===== src/rtl/enigma_ctrl_if.sv =====
// Stream and configuration handshakes between the host side and enigma_ctrl.
// Master drives requests and payloads; slave answers with ready/valid.
interface enigma_ctrl_if;
    logic        cfg_valid;
    logic        cfg_ready;
    logic [14:0] cfg_key;
    logic [1:0]  cfg_rA;
    logic [1:0]  cfg_rB;
    logic [1:0]  cfg_rC;
    logic        in_valid;
    logic        in_ready;
    logic [7:0]  in_data;
    logic        out_valid;
    logic        out_ready;
    logic [7:0]  out_data;

    modport master (
        output cfg_valid, cfg_key, cfg_rA, cfg_rB, cfg_rC,
        output in_valid, in_data, out_ready,
        input  cfg_ready, in_ready, out_valid, out_data
    );

    modport slave (
        input  cfg_valid, cfg_key, cfg_rA, cfg_rB, cfg_rC,
        input  in_valid, in_data, out_ready,
        output cfg_ready, in_ready, out_valid, out_data
    );
endinterface


===== src/rtl/enigma_ctrl.sv =====
// Sequencer between an ASCII byte stream and an external Enigma rotor datapath.
// Handles key loading, rotor step pulses, settle timing and output handshake.
module enigma_ctrl #(
    parameter int unsigned SETTLE_CYCLES = 2,
    parameter bit          PASS_NONALPHA = 1'b1
) (
    input  logic         clk,
    input  logic         reset,
    enigma_ctrl_if.slave bus,
    output logic [4:0]   e_char_in,
    output logic [14:0]  e_key,
    output logic [1:0]   e_rA_cfg,
    output logic [1:0]   e_rB_cfg,
    output logic [1:0]   e_rC_cfg,
    output logic         e_load_key,
    output logic         e_new_char,
    input  logic [4:0]   e_char_out,
    output logic         busy,
    output logic         cfg_err,
    output logic         char_err,
    output logic [15:0]  char_count
);
    typedef enum logic [2:0] {IDLE, LOAD, STEP, SETTLE, OUT} state_t;

    localparam logic [3:0] SETTLE_INIT = 4'(SETTLE_CYCLES - 1);

    state_t      state_q;
    logic        loaded_q;
    logic        letter_q;
    logic [3:0]  cnt_q;
    logic [4:0]  char_q;
    logic [14:0] key_q;
    logic [1:0]  ra_q, rb_q, rc_q;
    logic        load_q, step_q, cerr_q, herr_q;
    logic        ov_q;
    logic [7:0]  od_q;
    logic [15:0] count_q, count_d;

    logic       idle, cfg_acc, in_acc, out_acc;
    logic       cfg_bad, is_up, is_lo, is_letter;
    logic [4:0] char_d;

    assign idle    = (state_q == IDLE);
    assign cfg_acc = idle && bus.cfg_valid;
    assign in_acc  = idle && loaded_q && bus.in_valid && !bus.cfg_valid;
    assign out_acc = ov_q && bus.out_ready;

    assign cfg_bad = (bus.cfg_rA == 2'd3) || (bus.cfg_rB == 2'd3)
                  || (bus.cfg_rC == 2'd3)
                  || (bus.cfg_key[4:0] > 5'd25)
                  || (bus.cfg_key[9:5] > 5'd25)
                  || (bus.cfg_key[14:10] > 5'd25);

    assign is_up     = (bus.in_data >= 8'h41) && (bus.in_data <= 8'h5A);
    assign is_lo     = (bus.in_data >= 8'h61) && (bus.in_data <= 8'h7A);
    assign is_letter = is_up || is_lo;
    // Both cases share low bits: 'A' and 'a' both end in 5'd1.
    assign char_d    = bus.in_data[4:0] - 5'd1;

    assign count_d = (letter_q && count_q != 16'hFFFF) ? count_q + 16'd1
                                                       : count_q;

    assign bus.cfg_ready = idle;
    assign bus.in_ready  = in_acc || (idle && loaded_q && !bus.cfg_valid);
    assign bus.out_valid = ov_q;
    assign bus.out_data  = od_q;

    assign e_char_in  = char_q;
    assign e_key      = key_q;
    assign e_rA_cfg   = ra_q;
    assign e_rB_cfg   = rb_q;
    assign e_rC_cfg   = rc_q;
    assign e_load_key = load_q;
    assign e_new_char = step_q;
    assign busy       = !idle;
    assign cfg_err    = cerr_q;
    assign char_err   = herr_q;
    assign char_count = count_q;

    always_ff @(posedge clk or posedge reset) begin
        if (reset) begin
            state_q  <= IDLE;
            loaded_q <= 1'b0;
            letter_q <= 1'b0;
            cnt_q    <= 4'd0;
            char_q   <= 5'd0;
            key_q    <= 15'd0;
            ra_q     <= 2'd0;
            rb_q     <= 2'd1;
            rc_q     <= 2'd2;
            load_q   <= 1'b0;
            step_q   <= 1'b0;
            cerr_q   <= 1'b0;
            herr_q   <= 1'b0;
            ov_q     <= 1'b0;
            od_q     <= 8'd0;
            count_q  <= 16'd0;
        end else begin
            load_q <= 1'b0;
            step_q <= 1'b0;
            cerr_q <= 1'b0;
            herr_q <= 1'b0;
            unique case (state_q)
                IDLE: begin
                    if (cfg_acc) begin
                        if (cfg_bad) begin
                            cerr_q <= 1'b1;
                        end else begin
                            key_q   <= bus.cfg_key;
                            ra_q    <= bus.cfg_rA;
                            rb_q    <= bus.cfg_rB;
                            rc_q    <= bus.cfg_rC;
                            load_q  <= 1'b1;
                            state_q <= LOAD;
                        end
                    end else if (in_acc) begin
                        if (is_letter) begin
                            char_q   <= char_d;
                            letter_q <= 1'b1;
                            step_q   <= 1'b1;
                            state_q  <= STEP;
                        end else if (PASS_NONALPHA) begin
                            od_q     <= bus.in_data;
                            ov_q     <= 1'b1;
                            letter_q <= 1'b0;
                            state_q  <= OUT;
                        end else begin
                            herr_q <= 1'b1;
                        end
                    end
                end
                LOAD: begin
                    loaded_q <= 1'b1;
                    count_q  <= 16'd0;
                    state_q  <= IDLE;
                end
                STEP: begin
                    cnt_q   <= SETTLE_INIT;
                    state_q <= SETTLE;
                end
                SETTLE: begin
                    if (cnt_q == 4'd0) begin
                        od_q    <= 8'h41 + {3'b000, e_char_out};
                        ov_q    <= 1'b1;
                        state_q <= OUT;
                    end else begin
                        cnt_q <= cnt_q - 4'd1;
                    end
                end
                OUT: begin
                    if (out_acc) begin
                        ov_q    <= 1'b0;
                        count_q <= count_d;
                        state_q <= IDLE;
                    end
                end
                default: state_q <= IDLE;
            endcase
        end
    end
endmodule


===== src/flat_wrapper.sv =====
// flat-port wrapper written by rule: the top's interface ports become plain ports
module enigma_ctrl_flat 
#(
    parameter int unsigned SETTLE_CYCLES = 2,
    parameter bit          PASS_NONALPHA = 1'b1
)
  (clk, reset, e_char_in, e_key, e_rA_cfg, e_rB_cfg, e_rC_cfg, e_load_key, e_new_char, e_char_out, busy, cfg_err, char_err, char_count, bus_cfg_valid, bus_cfg_key, bus_cfg_rA, bus_cfg_rB, bus_cfg_rC, bus_in_valid, bus_in_data, bus_out_ready, bus_cfg_ready, bus_in_ready, bus_out_valid, bus_out_data);
  enigma_ctrl_if bus_i ();
  input  logic clk;
  input  logic reset;
  output logic [4:0] e_char_in;
  output logic [14:0] e_key;
  output logic [1:0] e_rA_cfg;
  output logic [1:0] e_rB_cfg;
  output logic [1:0] e_rC_cfg;
  output logic e_load_key;
  output logic e_new_char;
  input  logic [4:0] e_char_out;
  output logic busy;
  output logic cfg_err;
  output logic char_err;
  output logic [15:0] char_count;
  input wire logic [$bits(bus_i.cfg_valid)-1:0] bus_cfg_valid;
  input wire logic [$bits(bus_i.cfg_key)-1:0] bus_cfg_key;
  input wire logic [$bits(bus_i.cfg_rA)-1:0] bus_cfg_rA;
  input wire logic [$bits(bus_i.cfg_rB)-1:0] bus_cfg_rB;
  input wire logic [$bits(bus_i.cfg_rC)-1:0] bus_cfg_rC;
  input wire logic [$bits(bus_i.in_valid)-1:0] bus_in_valid;
  input wire logic [$bits(bus_i.in_data)-1:0] bus_in_data;
  input wire logic [$bits(bus_i.out_ready)-1:0] bus_out_ready;
  output wire logic [$bits(bus_i.cfg_ready)-1:0] bus_cfg_ready;
  output wire logic [$bits(bus_i.in_ready)-1:0] bus_in_ready;
  output wire logic [$bits(bus_i.out_valid)-1:0] bus_out_valid;
  output wire logic [$bits(bus_i.out_data)-1:0] bus_out_data;
  assign bus_i.cfg_valid = bus_cfg_valid;
  assign bus_i.cfg_key = bus_cfg_key;
  assign bus_i.cfg_rA = bus_cfg_rA;
  assign bus_i.cfg_rB = bus_cfg_rB;
  assign bus_i.cfg_rC = bus_cfg_rC;
  assign bus_i.in_valid = bus_in_valid;
  assign bus_i.in_data = bus_in_data;
  assign bus_i.out_ready = bus_out_ready;
  assign bus_cfg_ready = bus_i.cfg_ready;
  assign bus_in_ready = bus_i.in_ready;
  assign bus_out_valid = bus_i.out_valid;
  assign bus_out_data = bus_i.out_data;
  enigma_ctrl #(.SETTLE_CYCLES(SETTLE_CYCLES), .PASS_NONALPHA(PASS_NONALPHA)) u_core (.clk(clk), .reset(reset), .bus(bus_i), .e_char_in(e_char_in), .e_key(e_key), .e_rA_cfg(e_rA_cfg), .e_rB_cfg(e_rB_cfg), .e_rC_cfg(e_rC_cfg), .e_load_key(e_load_key), .e_new_char(e_new_char), .e_char_out(e_char_out), .busy(busy), .cfg_err(cfg_err), .char_err(char_err), .char_count(char_count));
endmodule

===== config.mk =====
export PLATFORM = sky130hd
export DESIGN_NAME = enigma_ctrl_flat
export DESIGN_NICKNAME = d
export VERILOG_FILES = /design/src/rtl/enigma_ctrl_if.sv /design/src/rtl/enigma_ctrl.sv /design/src/flat_wrapper.sv
export SDC_FILE = /design/constraint.sdc
export NUM_CORES = 1
export LEC_CHECK = 0
export BUFFER_PORTS_ARGS = -buffer_cell sky130_fd_sc_hd__buf_2
export CAP_MARGIN = 15
export CORE_ASPECT_RATIO = 1.25
export CORE_UTILIZATION = 51
export DETAILED_ROUTE_END_ITERATION = 6
export HOLD_SLACK_MARGIN = 0.15
export PLACE_DENSITY = 0.76
export REMOVE_ABC_BUFFERS = 1
export SETUP_SLACK_MARGIN = 0.02
export SLEW_MARGIN = 20
export SYNTH_ARGS = -nofsm -noshare
export SYNTH_HDL_FRONTEND = slang
export SYNTH_SLANG_ARGS = --single-unit
export TNS_END_PERCENT = 20

===== constraint.sdc =====
create_clock -name clk -period 2.8 [get_ports clk]
set_input_delay 0.56 -clock clk [delete_from_list [all_inputs] [get_ports clk]]
set_output_delay 0.56 -clock clk [all_outputs]
set_load 0.01 [all_outputs]

==> impl_metrics.ini <==
[run_status]
run_status = completed

[synthesis]
synthTopCellsByArea = dfrtp_1 (48%), mux2_2 (10%), nand2_1 (3.8%)
syn_inst = 294
synth.area.mux_share = 0.106
seq_area_frac_synth = 0.499
synth_top_family_by_area = simple AND/OR/NAND/NOR gates
synth_top_flop_cell = dfrtp_1
synth_top_area_cell = dfrtp_1
synth_edf_count = 0
syn_area_mm2 = 0.00316
ys_warn_count = 0
async_flop_share = 1.00
synthXorXnorAreaFrac = 0.0221
synth-adder-area-share = 0.0277
netlist.area_leader.share = 0.482
yosys.area_share.simple = 0.193
synth_compound_area_frac = 0.123
postSynthAreaPerCell_um2 = 10.8
synth_cell_types = 56
synth_seq_cells = 63

[setup_path]
path_buf_inv = 0
required_ps = 3020
cp_max_fo = 9
slowest_stage = o211ai_1
cp_common_cell = or4_1
crit_family = simple AND/OR/NAND/NOR gates
path_cells = ha_1, nand2_1, or4_1, o211ai_1, or4_1, a21oi_1
crit_path_end_kind = register
critical_path_class = register to register
critPathArrivalTime_ps = 2580
cp_slowest_stage_delay_ps = 550
start_kind = register

[timing]
setup_viol = 0
period_share = 0.843
worst_slew_pin_slew_ps = 638
slew_violations = 0
fin_tns_setup_ps = 0
grt_setup_unrepaired = no
skew_ps = 6.45
hold_viol = 0
slew_headroom = 0.572
final.min_clock_period_ps = 2360
fmax_mhz = 424

[clocking]
clock_latency_ps = 340
cts_hold_buf = 0
htree_levels = 3
cts_tree = yes
clock_path_buffers = 2
ctsResizeCount = 0
clk_pin_slew_ps = 70
cts-buffers-inserted = 9
clkSinkCount = 63
post-cts-setup-buffer-count = 0
root_buffer = clkbuf_8

[power_and_ir_drop]
power_density_mw_per_mm2 = 922
vdd.ir_drop.worst_uv = 483
totalPowerFinal_uw = 3680
p_leak_uw = 0.00192

[floorplanning]
rows = 31
pin_count = 97
fp.dieW_um = 72.5
die_area_mm2 = 0.00653
start_util = 0.537
die_y_um = 90.1
core_area_mm2 = 0.00590

[detailed_routing]
drtPass1Iterations = 6
routed_wl_mm = 7.40
wl_per_cell_um = 15.3
final_antenna_net_count = 0
viasPerCell = 5.54
drc = 0
num_vias = 2675
dr.first_iter.drc_count = 170

[placed_design]
port_buffers = 95
place.gp.congestion = 0.764
post_dp_cell_area_mm2 = 0.00375
dpl.hpwl_mm = 5.36
placedCellCount = 467

[worst_hold_path]
hp-class = input port to asynchronous set/reset pin

[layout]
drive_gt1_frac = 0.404
instances_no_fill = 483
syn2layout_area_growth_pct = 26.3
postLayoutCellArea_mm2 = 0.00400
antenna_cells = 0
postLayoutCoreUtil = 0.678
nets = 442

[global_route]
grt_pass1_wl_mm = 12.2
antenna_found_initial = 0
grt_max_degree = 42
grt_remaining_overflow = 0
track_usage = 0.243
first_global_vias = 2681

[flow_run]
cap_violations = 0
area by class of cell:
| cell class | count | area, um^2 |
|---|---|---|
| clock buffers | 10 | 138 |
| clock inverters | 6 | 108 |
| fillers | 498 | 1900 |
| inverters | 10 | 37.5 |
| multi-input cells | 211 | 1500 |
| flip-flops and latches | 63 | 1580 |
| well taps | 82 | 103 |
| repair buffers | 101 | 533 |
sequential cells by signal, indices dropped and copies added, names as in the netlist, 2 cells and up:
| register | count |
|---|---|
| u_core.e_key | 15 |
| u_core.state_q | 3 |
| u_core.e_char_in | 5 |
| u_core.bus.out_data | 8 |
| u_core.e_rA_cfg | 2 |
| u_core.char_count | 16 |
| u_core.e_rB_cfg | 2 |
| u_core.e_rC_cfg | 2 |
| u_core.cnt_q | 4 |
layer usage:
layer	vias to the layer above	GRT usage	wire, um
li1	1271	-	-
met1	1304	0.284	3000
met2	84	0.411	3800
met3	16	0.0572	407
met4	0	0.118	189
met5	-	0	0
through the flow:
| step | hold slack [ps] | setup WS [ps] |
|---|---|---|
| global route | 289 | 181 |
| floorplan | 446 | 416 |
| detailed placement | 466 | 133 |
| global placement | 461 | 224 |
| finish | 235 | 441 |
| CTS | 252 | 425 |
power breakdown:
part	switching (uW)	leakage, uW	internal (uW)
clock network	353	0.000122	612
registers	215	0.000794	1230
logic	669	0.00100	601
synthesized netlist by cell type, drive strengths merged, types with 2 or more instances:
master	count
a211oi	2
a21o	2
a21oi	13
a31oi	2
a41o	2
and2	4
and3	3
and4	2
buf	6
clkbuf	4
dfrtp	61
dfstp	2
ha	7
inv	10
mux2	29
nand2	32
nand2b	6
nand3	12
nand3b	2
nand4	4
nor2	14
nor3	6
nor4	2
o211ai	4
o21ai	18
o31ai	7
or3	5
or4	9
xnor2	4
xor2	4
cell usage in the layout, fill, tap and decap left out, types with 4 or more instances in the layout:
| master | n |
|---|---|
| o31ai_1 | 7 |
| buf_2 | 95 |
| nand4_1 | 4 |
| nand2b_1 | 6 |
| buf_4 | 5 |
| or3_1 | 5 |
| inv_1 | 9 |
| nor2_1 | 13 |
| a21oi_1 | 13 |
| mux2_2 | 29 |
| o21ai_0 | 17 |
| dfrtp_1 | 61 |
| nor3_1 | 5 |
| or4_1 | 9 |
| nand3_1 | 12 |
| clkbuf_8 | 10 |
| nand2_1 | 32 |
| xor2_1 | 4 |
| xnor2_1 | 4 |
| o211ai_1 | 4 |
| ha_1 | 7 |
logic make-up (layout without fill, tap and decap cells):
group	after synthesis	count (layout)
other cells	1	1
buf+inv	20	127
compound gates	58	58
fa+ha+maj	7	7
mux	30	30
xor+xnor	8	8
simple gates	107	107
flops	63	63
final timing paths:
kind,startpoint,to,slack [ps],depth (start not counted)
setup / recovery,u_core.char_count[0],u_core.char_count[5],440,6
setup reg to reg,u_core.char_count[0],u_core.char_count[5],440,6
max in group asynchronous,reset,u_core.bus.out_data[5],1970,3
hold / removal,reset,u_core.e_key[6],240,2
min in group clk,bus_cfg_key[5],u_core.e_key[5],450,2
hold reg to reg,u_core.e_char_in[4],u_core.e_char_in[4],480,2
(Power assumes the default switching activity.)
